File: src/rtl/bit_deser_pkg.sv
// Shared definitions for the bit deserializer slice.
//   DEFAULT_WIDTH : default word width in data bits
//   cnt_state_e   : bit-counter occupancy (EMPTY / FILLING / LAST)
//   cnt_width()   : width of a counter that must hold 0..last
package bit_deser_pkg;

    localparam int DEFAULT_WIDTH = 8;

    typedef enum logic [1:0] {
        ST_EMPTY,
        ST_FILLING,
        ST_LAST
    } cnt_state_e;

    function automatic int cnt_width(input int last);
        return (last < 1) ? 1 : $clog2(last + 1);
    endfunction

endpackage

File: src/rtl/bit_deserializer_if.sv
// Serial-in / word-out handshake bundle of the bit deserializer.
//   ser_valid, ser_data, frame_start, ser_ready : serial beat handshake
//   out_valid, out_data, out_ready              : word handshake
//   frame_err, parity_err                       : status flags
// Modports: slave = deserializer side, master = link/datapath side.
interface bit_deserializer_if
    import bit_deser_pkg::*;
#(
    parameter int WIDTH = DEFAULT_WIDTH
);
    logic             ser_valid;
    logic             ser_data;
    logic             frame_start;
    logic             ser_ready;
    logic             out_valid;
    logic [WIDTH-1:0] out_data;
    logic             out_ready;
    logic             frame_err;
    logic             parity_err;

    modport slave (
        input  ser_valid, ser_data, frame_start, out_ready,
        output ser_ready, out_valid, out_data, frame_err, parity_err
    );

    modport master (
        output ser_valid, ser_data, frame_start, out_ready,
        input  ser_ready, out_valid, out_data, frame_err, parity_err
    );
endinterface

File: src/rtl/bit_deser_out_reg.sv
// One-word holding register with valid/ready handshake.
//   i_load  : a completed word is presented this cycle
//   i_data  : completed word, i_perr : its parity flag
//   i_ready : downstream accepts the held word
//   o_valid / o_data / o_perr : held word and flag
// A load always wins over a consume, so a word completing in the same
// cycle the old one leaves keeps o_valid high without a bubble.
module bit_deser_out_reg
    import bit_deser_pkg::*;
#(
    parameter int WIDTH = DEFAULT_WIDTH
) (
    input  logic             clk,
    input  logic             rst_n,
    input  logic             i_load,
    input  logic [WIDTH-1:0] i_data,
    input  logic             i_perr,
    input  logic             i_ready,
    output logic             o_valid,
    output logic [WIDTH-1:0] o_data,
    output logic             o_perr
);
    logic             r_valid;
    logic [WIDTH-1:0] r_data;
    logic             r_perr;

    always_ff @(posedge clk or negedge rst_n) begin
        if (!rst_n) begin
            r_valid <= 1'b0;
            r_data  <= '0;
            r_perr  <= 1'b0;
        end else if (i_load) begin
            r_valid <= 1'b1;
            r_data  <= i_data;
            r_perr  <= i_perr;
        end else if (r_valid && i_ready) begin
            r_valid <= 1'b0;
        end
    end

    assign o_valid = r_valid;
    assign o_data  = r_data;
    assign o_perr  = r_perr;
endmodule

File: src/rtl/bit_deserializer.sv
// Bit deserializer: gathers one serial bit per accepted beat into
// WIDTH-bit words and presents them through a one-word holding register.
// Ports: clk, rst_n (async active-low), bus (bit_deserializer_if.slave).
// Parameters: WIDTH (data bits, >=2), MSB_FIRST (0: first bit -> bit 0,
// 1: first bit -> bit WIDTH-1).
// Build option: define BIT_DESER_PARITY_EN to expect one trailing even
// parity bit per word and report mismatches on parity_err; otherwise
// parity_err stays 0.
module bit_deserializer
    import bit_deser_pkg::*;
#(
    parameter int WIDTH     = DEFAULT_WIDTH,
    parameter int MSB_FIRST = 0
) (
    input  logic                clk,
    input  logic                rst_n,
    bit_deserializer_if.slave   bus
);
`ifdef BIT_DESER_PARITY_EN
    localparam int LAST = WIDTH;
`else
    localparam int LAST = WIDTH - 1;
`endif
    localparam int              CNT_W     = cnt_width(LAST);
    localparam logic [CNT_W-1:0] LAST_CNT = CNT_W'(LAST);
    localparam int              FIRST_POS = (MSB_FIRST != 0) ? WIDTH - 1 : 0;

    logic [CNT_W-1:0] r_cnt;
    logic [WIDTH-1:0] r_shift;
    logic             r_frame_err;

    cnt_state_e       w_state;
    int               w_pos;
    logic [WIDTH-1:0] w_ins;
    logic [WIDTH-1:0] w_fresh;
    logic [WIDTH-1:0] w_word;
    logic             w_perr;
    logic             w_ser_ready;
    logic             w_acc;
    logic             w_complete;
    logic             w_out_valid;
    logic [WIDTH-1:0] w_out_data;
    logic             w_out_perr;

    always_comb begin
        if (r_cnt == '0)
            w_state = ST_EMPTY;
        else if (r_cnt == LAST_CNT)
            w_state = ST_LAST;
        else
            w_state = ST_FILLING;
    end

    // Only the word-completing beat can stall; earlier bits never need the
    // output register.
    assign w_ser_ready = !((w_state == ST_LAST) && w_out_valid && !bus.out_ready);
    assign w_acc       = bus.ser_valid && w_ser_ready;
    assign w_complete  = w_acc && !bus.frame_start && (w_state == ST_LAST);

    // Position of the incoming bit; the parity beat (cnt == WIDTH) maps
    // outside the data range and so lands nowhere.
    assign w_pos = (MSB_FIRST != 0) ? (WIDTH - 1 - int'(r_cnt)) : int'(r_cnt);

    always_comb begin
        w_ins   = r_shift;
        w_fresh = '0;
        for (int i = 0; i < WIDTH; i++) begin
            if (i == w_pos)
                w_ins[i] = bus.ser_data;
            if (i == FIRST_POS)
                w_fresh[i] = bus.ser_data;
        end
    end

`ifdef BIT_DESER_PARITY_EN
    // Data bits are already complete; the final beat is the parity bit.
    assign w_word = r_shift;
    assign w_perr = (^r_shift) ^ bus.ser_data;
`else
    assign w_word = w_ins;
    assign w_perr = 1'b0;
`endif

    always_ff @(posedge clk or negedge rst_n) begin
        if (!rst_n) begin
            r_cnt       <= '0;
            r_shift     <= '0;
            r_frame_err <= 1'b0;
        end else begin
            r_frame_err <= 1'b0;
            if (w_acc) begin
                if (bus.frame_start) begin
                    // Resynchronise: this beat is bit 0 of a new word.
                    r_shift     <= w_fresh;
                    r_cnt       <= CNT_W'(1);
                    r_frame_err <= (w_state != ST_EMPTY);
                end else if (w_state == ST_LAST) begin
                    r_shift <= '0;
                    r_cnt   <= '0;
                end else begin
                    r_shift <= w_ins;
                    r_cnt   <= r_cnt + CNT_W'(1);
                end
            end
        end
    end

    bit_deser_out_reg #(
        .WIDTH (WIDTH)
    ) u_out_reg (
        .clk     (clk),
        .rst_n   (rst_n),
        .i_load  (w_complete),
        .i_data  (w_word),
        .i_perr  (w_perr),
        .i_ready (bus.out_ready),
        .o_valid (w_out_valid),
        .o_data  (w_out_data),
        .o_perr  (w_out_perr)
    );

    assign bus.ser_ready  = w_ser_ready;
    assign bus.out_valid  = w_out_valid;
    assign bus.out_data   = w_out_data;
    assign bus.parity_err = w_out_perr;
    assign bus.frame_err  = r_frame_err;
endmodule

File: src/flat_wrapper.sv
// flat-port wrapper written by rule: the top's interface ports become plain ports
module bit_deserializer_flat import bit_deser_pkg::*;
#(
    parameter int WIDTH     = DEFAULT_WIDTH,
    parameter int MSB_FIRST = 0
)
  (clk, rst_n, bus_ser_valid, bus_ser_data, bus_frame_start, bus_out_ready, bus_ser_ready, bus_out_valid, bus_out_data, bus_frame_err, bus_parity_err);
  bit_deserializer_if #(.WIDTH(WIDTH)) bus_i ();
  input  logic clk;
  input  logic rst_n;
  input wire logic [$bits(bus_i.ser_valid)-1:0] bus_ser_valid;
  input wire logic [$bits(bus_i.ser_data)-1:0] bus_ser_data;
  input wire logic [$bits(bus_i.frame_start)-1:0] bus_frame_start;
  input wire logic [$bits(bus_i.out_ready)-1:0] bus_out_ready;
  output wire logic [$bits(bus_i.ser_ready)-1:0] bus_ser_ready;
  output wire logic [$bits(bus_i.out_valid)-1:0] bus_out_valid;
  output wire logic [$bits(bus_i.out_data)-1:0] bus_out_data;
  output wire logic [$bits(bus_i.frame_err)-1:0] bus_frame_err;
  output wire logic [$bits(bus_i.parity_err)-1:0] bus_parity_err;
  assign bus_i.ser_valid = bus_ser_valid;
  assign bus_i.ser_data = bus_ser_data;
  assign bus_i.frame_start = bus_frame_start;
  assign bus_i.out_ready = bus_out_ready;
  assign bus_ser_ready = bus_i.ser_ready;
  assign bus_out_valid = bus_i.out_valid;
  assign bus_out_data = bus_i.out_data;
  assign bus_frame_err = bus_i.frame_err;
  assign bus_parity_err = bus_i.parity_err;
  bit_deserializer #(.WIDTH(WIDTH), .MSB_FIRST(MSB_FIRST)) u_core (.clk(clk), .rst_n(rst_n), .bus(bus_i));
endmodule
File: config.mk
export PLATFORM = sky130hd
export DESIGN_NAME = bit_deserializer_flat
export DESIGN_NICKNAME = d
export VERILOG_FILES = /design/src/rtl/bit_deser_pkg.sv /design/src/rtl/bit_deserializer_if.sv /design/src/rtl/bit_deser_out_reg.sv /design/src/rtl/bit_deserializer.sv /design/src/flat_wrapper.sv
export SDC_FILE = /design/constraint.sdc
export NUM_CORES = 1
export LEC_CHECK = 0
export CAP_MARGIN = 40
export CORE_MARGIN = 2
export CORE_UTILIZATION = 35
export DETAILED_ROUTE_END_ITERATION = 12
export PLACE_DENSITY_LB_ADDON = 0.1
export SETUP_SLACK_MARGIN = 0.05
export SLEW_MARGIN = 15
export SYNTH_ARGS = -nofsm -noshare
export SYNTH_HDL_FRONTEND = slang
export SYNTH_SLANG_ARGS = --single-unit
File: constraint.sdc
create_clock -name clk -period 1.9 [get_ports clk]
set_input_delay 0.57 -clock clk [delete_from_list [all_inputs] [get_ports clk]]
set_output_delay 0.57 -clock clk [all_outputs]
set_load 0.05 [all_outputs]
==> impl_metrics.json <==
{
  "fill_cells": 289,
  "gr-total-overflow": 0,
  "synth_ff_type": "dfrtp_1",
  "fin_tns_setup_ps": -274.9,
  "nets": 145,
  "cap_viol_max_count": 0,
  "final.setup.worst_slack_ps": -274.9,
  "ys_seq_area_frac": 0.4582,
  "wirelength_um": 2061,
  "r2r_start": "u_core.r_cnt[0]",
  "grt_usage": 0.1327,
  "start_util": 0.3638,
  "synth.top_cell.area_share": 0.4582,
  "cts.sinks": 20,
  "outcome": "finished, violations left",
  "fin_cells": 165,
  "clockBufferDepth": 2,
  "first_iter_violations": 13,
  "dieArea_sq_um": 3584,
  "drive_gt1_frac": 0.4470,
  "final_antenna_net_count": 0,
  "drc_errors": 0,
  "required_ps": 1330,
  "reg2reg_to": "u_core.r_shift[4]",
  "grt_first_pass_wirelength_um": 3532,
  "synth-async-reset-ratio": 1.000,
  "post-synth-top-area-cell": "dfrtp_1",
  "vdd_drop_max_mv": 0.3326,
  "violations": "negative setup slack",
  "cts_inserted_buffers": 3,
  "io_buffer_count": 16,
  "via_count": 811,
  "syn_to_final_growth_pct": 32.99,
  "num_antenna_cells": 0,
  "synthTopCellsByArea": "dfrtp_1 (46%), nand2_1 (7.2%), ha_1 (6.9%), o21ai_2 (5.6%), o31ai_1 (4.8%)",
  "std_cell_rows": 20,
  "synth_edf_count": 0,
  "setup_viol": 1,
  "hold_start": "u_core.r_shift[5]",
  "fmax_ghz": 0.4598,
  "p_leak_nw": 0.6768,
  "dp_hpwl_um": 1541,
  "wl_per_cell_um": 12.49,
  "rsz0062_at_grt": "true",
  "synth_commonest_cells": "nand2_1 (21), dfrtp_1 (20), o21ai_2 (7), o31ai_1 (7), ha_1 (6)",
  "netlist_area_sq_um": 1092,
  "critPathMaxStageDelay_ps": 400,
  "ff2ff_setup_slack_ps": 260,
  "power_mw": 1.010,
  "grt_pass1_vias": 761,
  "whs_path_depth": 2,
  "end_kind": "output port",
  "regArea_sq_um": 504.2,
  "cts-root-buf": "clkbuf_4",
  "crit_slowest_cell": "clkdlybuf4s50_1",
  "vias_per_cell": 4.915,
  "syn_inst": 100,
  "synth_cell_type_count": 29,
  "path_cells": "clkdlybuf4s50_1 > nand2b_4 > or3_4 > buf_8",
  "io_pins": 18,
  "finish.instance_area_sq_um": 1453,
  "avgSynthCellArea_sq_um": 10.92,
  "cp.arrival_ps": 1600,
  "clock_latency_ps": 290,
  "hold_end": "u_core.r_shift[5]",
  "htreeDepth": 1,
  "critPathKind": "in2out",
  "tritoncts": "done",
  "yosysMostFrequentCell": "nand2_1",
  "period_minus_slack_ps": 2175,
  "r2r_cells": 7,
  "cp_top_family": "buffers and inverters",
  "die_h_um": 59.87,
  "antenna_found_initial": 0,
  "gp_congestion": 0.7001,
  "clk_pin_slew_ps": 110,
  "hold_viol_final": 0,
  "min_period_over_period": 1.145,
  "ctsHoldBuffers": 0,
  "multi_input_area_sq_um": 570.5,
  "ys_warn_count": 0,
  "crit_fanout": 2,
  "drtPass1Iterations": 4,
  "path_buf_inv": 2,
  "ys_ff_latch": 20,
  "placed_cell_area_sq_um": 1354,
  "core_sq_um": 3003,
  "drv_slew": 0,
  "die_w_um": 59.87,
  "syn_nets": 112,
  "fin_util": 0.4838,
  "hold_class": "reg2reg",
  "dp.cells": 158,
  "powerDensity_nw_per_um2": 695.5,
  "grt_max_degree": 21,
  "clock_skew_ps": 3.050,
  "crit_path_start_kind": "input port"
}
layer usage:
metal  wire length, um  GRT usage  vias to the layer above
met5                 0          0                        -
met4                15    0.03810                        0
met3                89    0.03896                        2
met2              1025     0.2267                       21
met1               930     0.1610                      381
li1                  -          -                      407
power breakdown:
group / switching (mW) / total (mW) / internal (mW) / leakage (nW)
clock: 0.125 / 0.207 / 0.0817 / 0.0150
sequential: 0.0296 / 0.492 / 0.462 / 0.267
combinational: 0.168 / 0.312 / 0.144 / 0.394
total: 0.323 / 1.01 / 0.688 / 0.677
state kept, by name, indices dropped and copies added, names as in the netlist:
name                      count
u_core.bus.frame_err          1
u_core.r_cnt                  3
u_core.r_shift                7
u_core.u_out_reg.o_data       8
u_core.u_out_reg.o_valid      1
cell families after synthesis:
logic type                 after synthesis  share of synthesized area
AOI/OAI and AO/OA                       24                     0.1821
adders and majority gates                6                    0.06873
buffers and inverters                   12                    0.06529
DFF                                     20                     0.4582
muxes                                    6                    0.06415
other                                    1                   0.003433
and+or+nand+nor                         31                     0.1581
what timing repair did:
item | CTS | global route
setup endpoints to repair | 1 | 1
buffers inserted | 1 | 2
pin swaps | 2 | 1
resized for setup | 6 | 5
final cells by class:
| class | count | share of cell area |
|---|---|---|
| repair buffers | 34 | 0.1981 |
| well taps | 33 | 0.02842 |
| inverters | 6 | 0.01550 |
| clock buffers | 4 | 0.01809 |
| multi-input cells | 68 | 0.3928 |
| flip-flops and latches | 20 | 0.3471 |
placed cells by master, fill, tap and decap left out:
cell / count
a21oi_1: 1
nor2b_4: 1
o21ai_2: 7
mux2i_1: 4
mux2_4: 2
a31oi_1: 2
clkbuf_4: 3
nor2_1: 1
o21ai_0: 3
inv_2: 3
nor3_1: 1
o31ai_4: 1
buf_4: 27
nand4_1: 1
nand2_1: 21
nand4_4: 1
inv_1: 3
buf_12: 1
conb_1: 1
dfrtp_2: 3
or3_4: 1
ha_4: 3
dfrtp_1: 17
nor2b_2: 1
clkbuf_1: 1
o311ai_2: 1
o31ai_1: 7
a21boi_0: 2
clkdlybuf4s50_1: 5
buf_8: 1
nand2b_4: 2
ha_1: 3
nand2b_2: 1
worst max path at each step:
stage	start	endpoint	slack, ps	depth (start not counted)
after global placement	bus_out_ready	bus_ser_ready	-330	4
after CTS	u_core.r_cnt[0]	bus_ser_ready	-300	5
after detailed placement	bus_out_ready	bus_ser_ready	-330	4
final	bus_out_ready	bus_ser_ready	-270	4
after floorplan	u_core.r_cnt[0]	bus_ser_ready	50	4
after global routing	u_core.r_cnt[1]	bus_ser_ready	-320	5
through the flow:
| stage | hold slack (ps) | worst slack [ps] |
|---|---|---|
| after floorplan | 274.4 | 54.91 |
| after global placement | 454.7 | -332.2 |
| after detailed placement | 463.5 | -327.4 |
| after CTS | 491.2 | -304.0 |
| after global routing | 508.1 | -317.1 |
| final | 490.5 | -274.9 |
worst min-delay path: stages, from the launching register on:
cell and delay [ps]:
dfrtp_1 360, nand2_1 50, o31ai_1 50
Note: power is estimated with default switching activity, not from simulation.
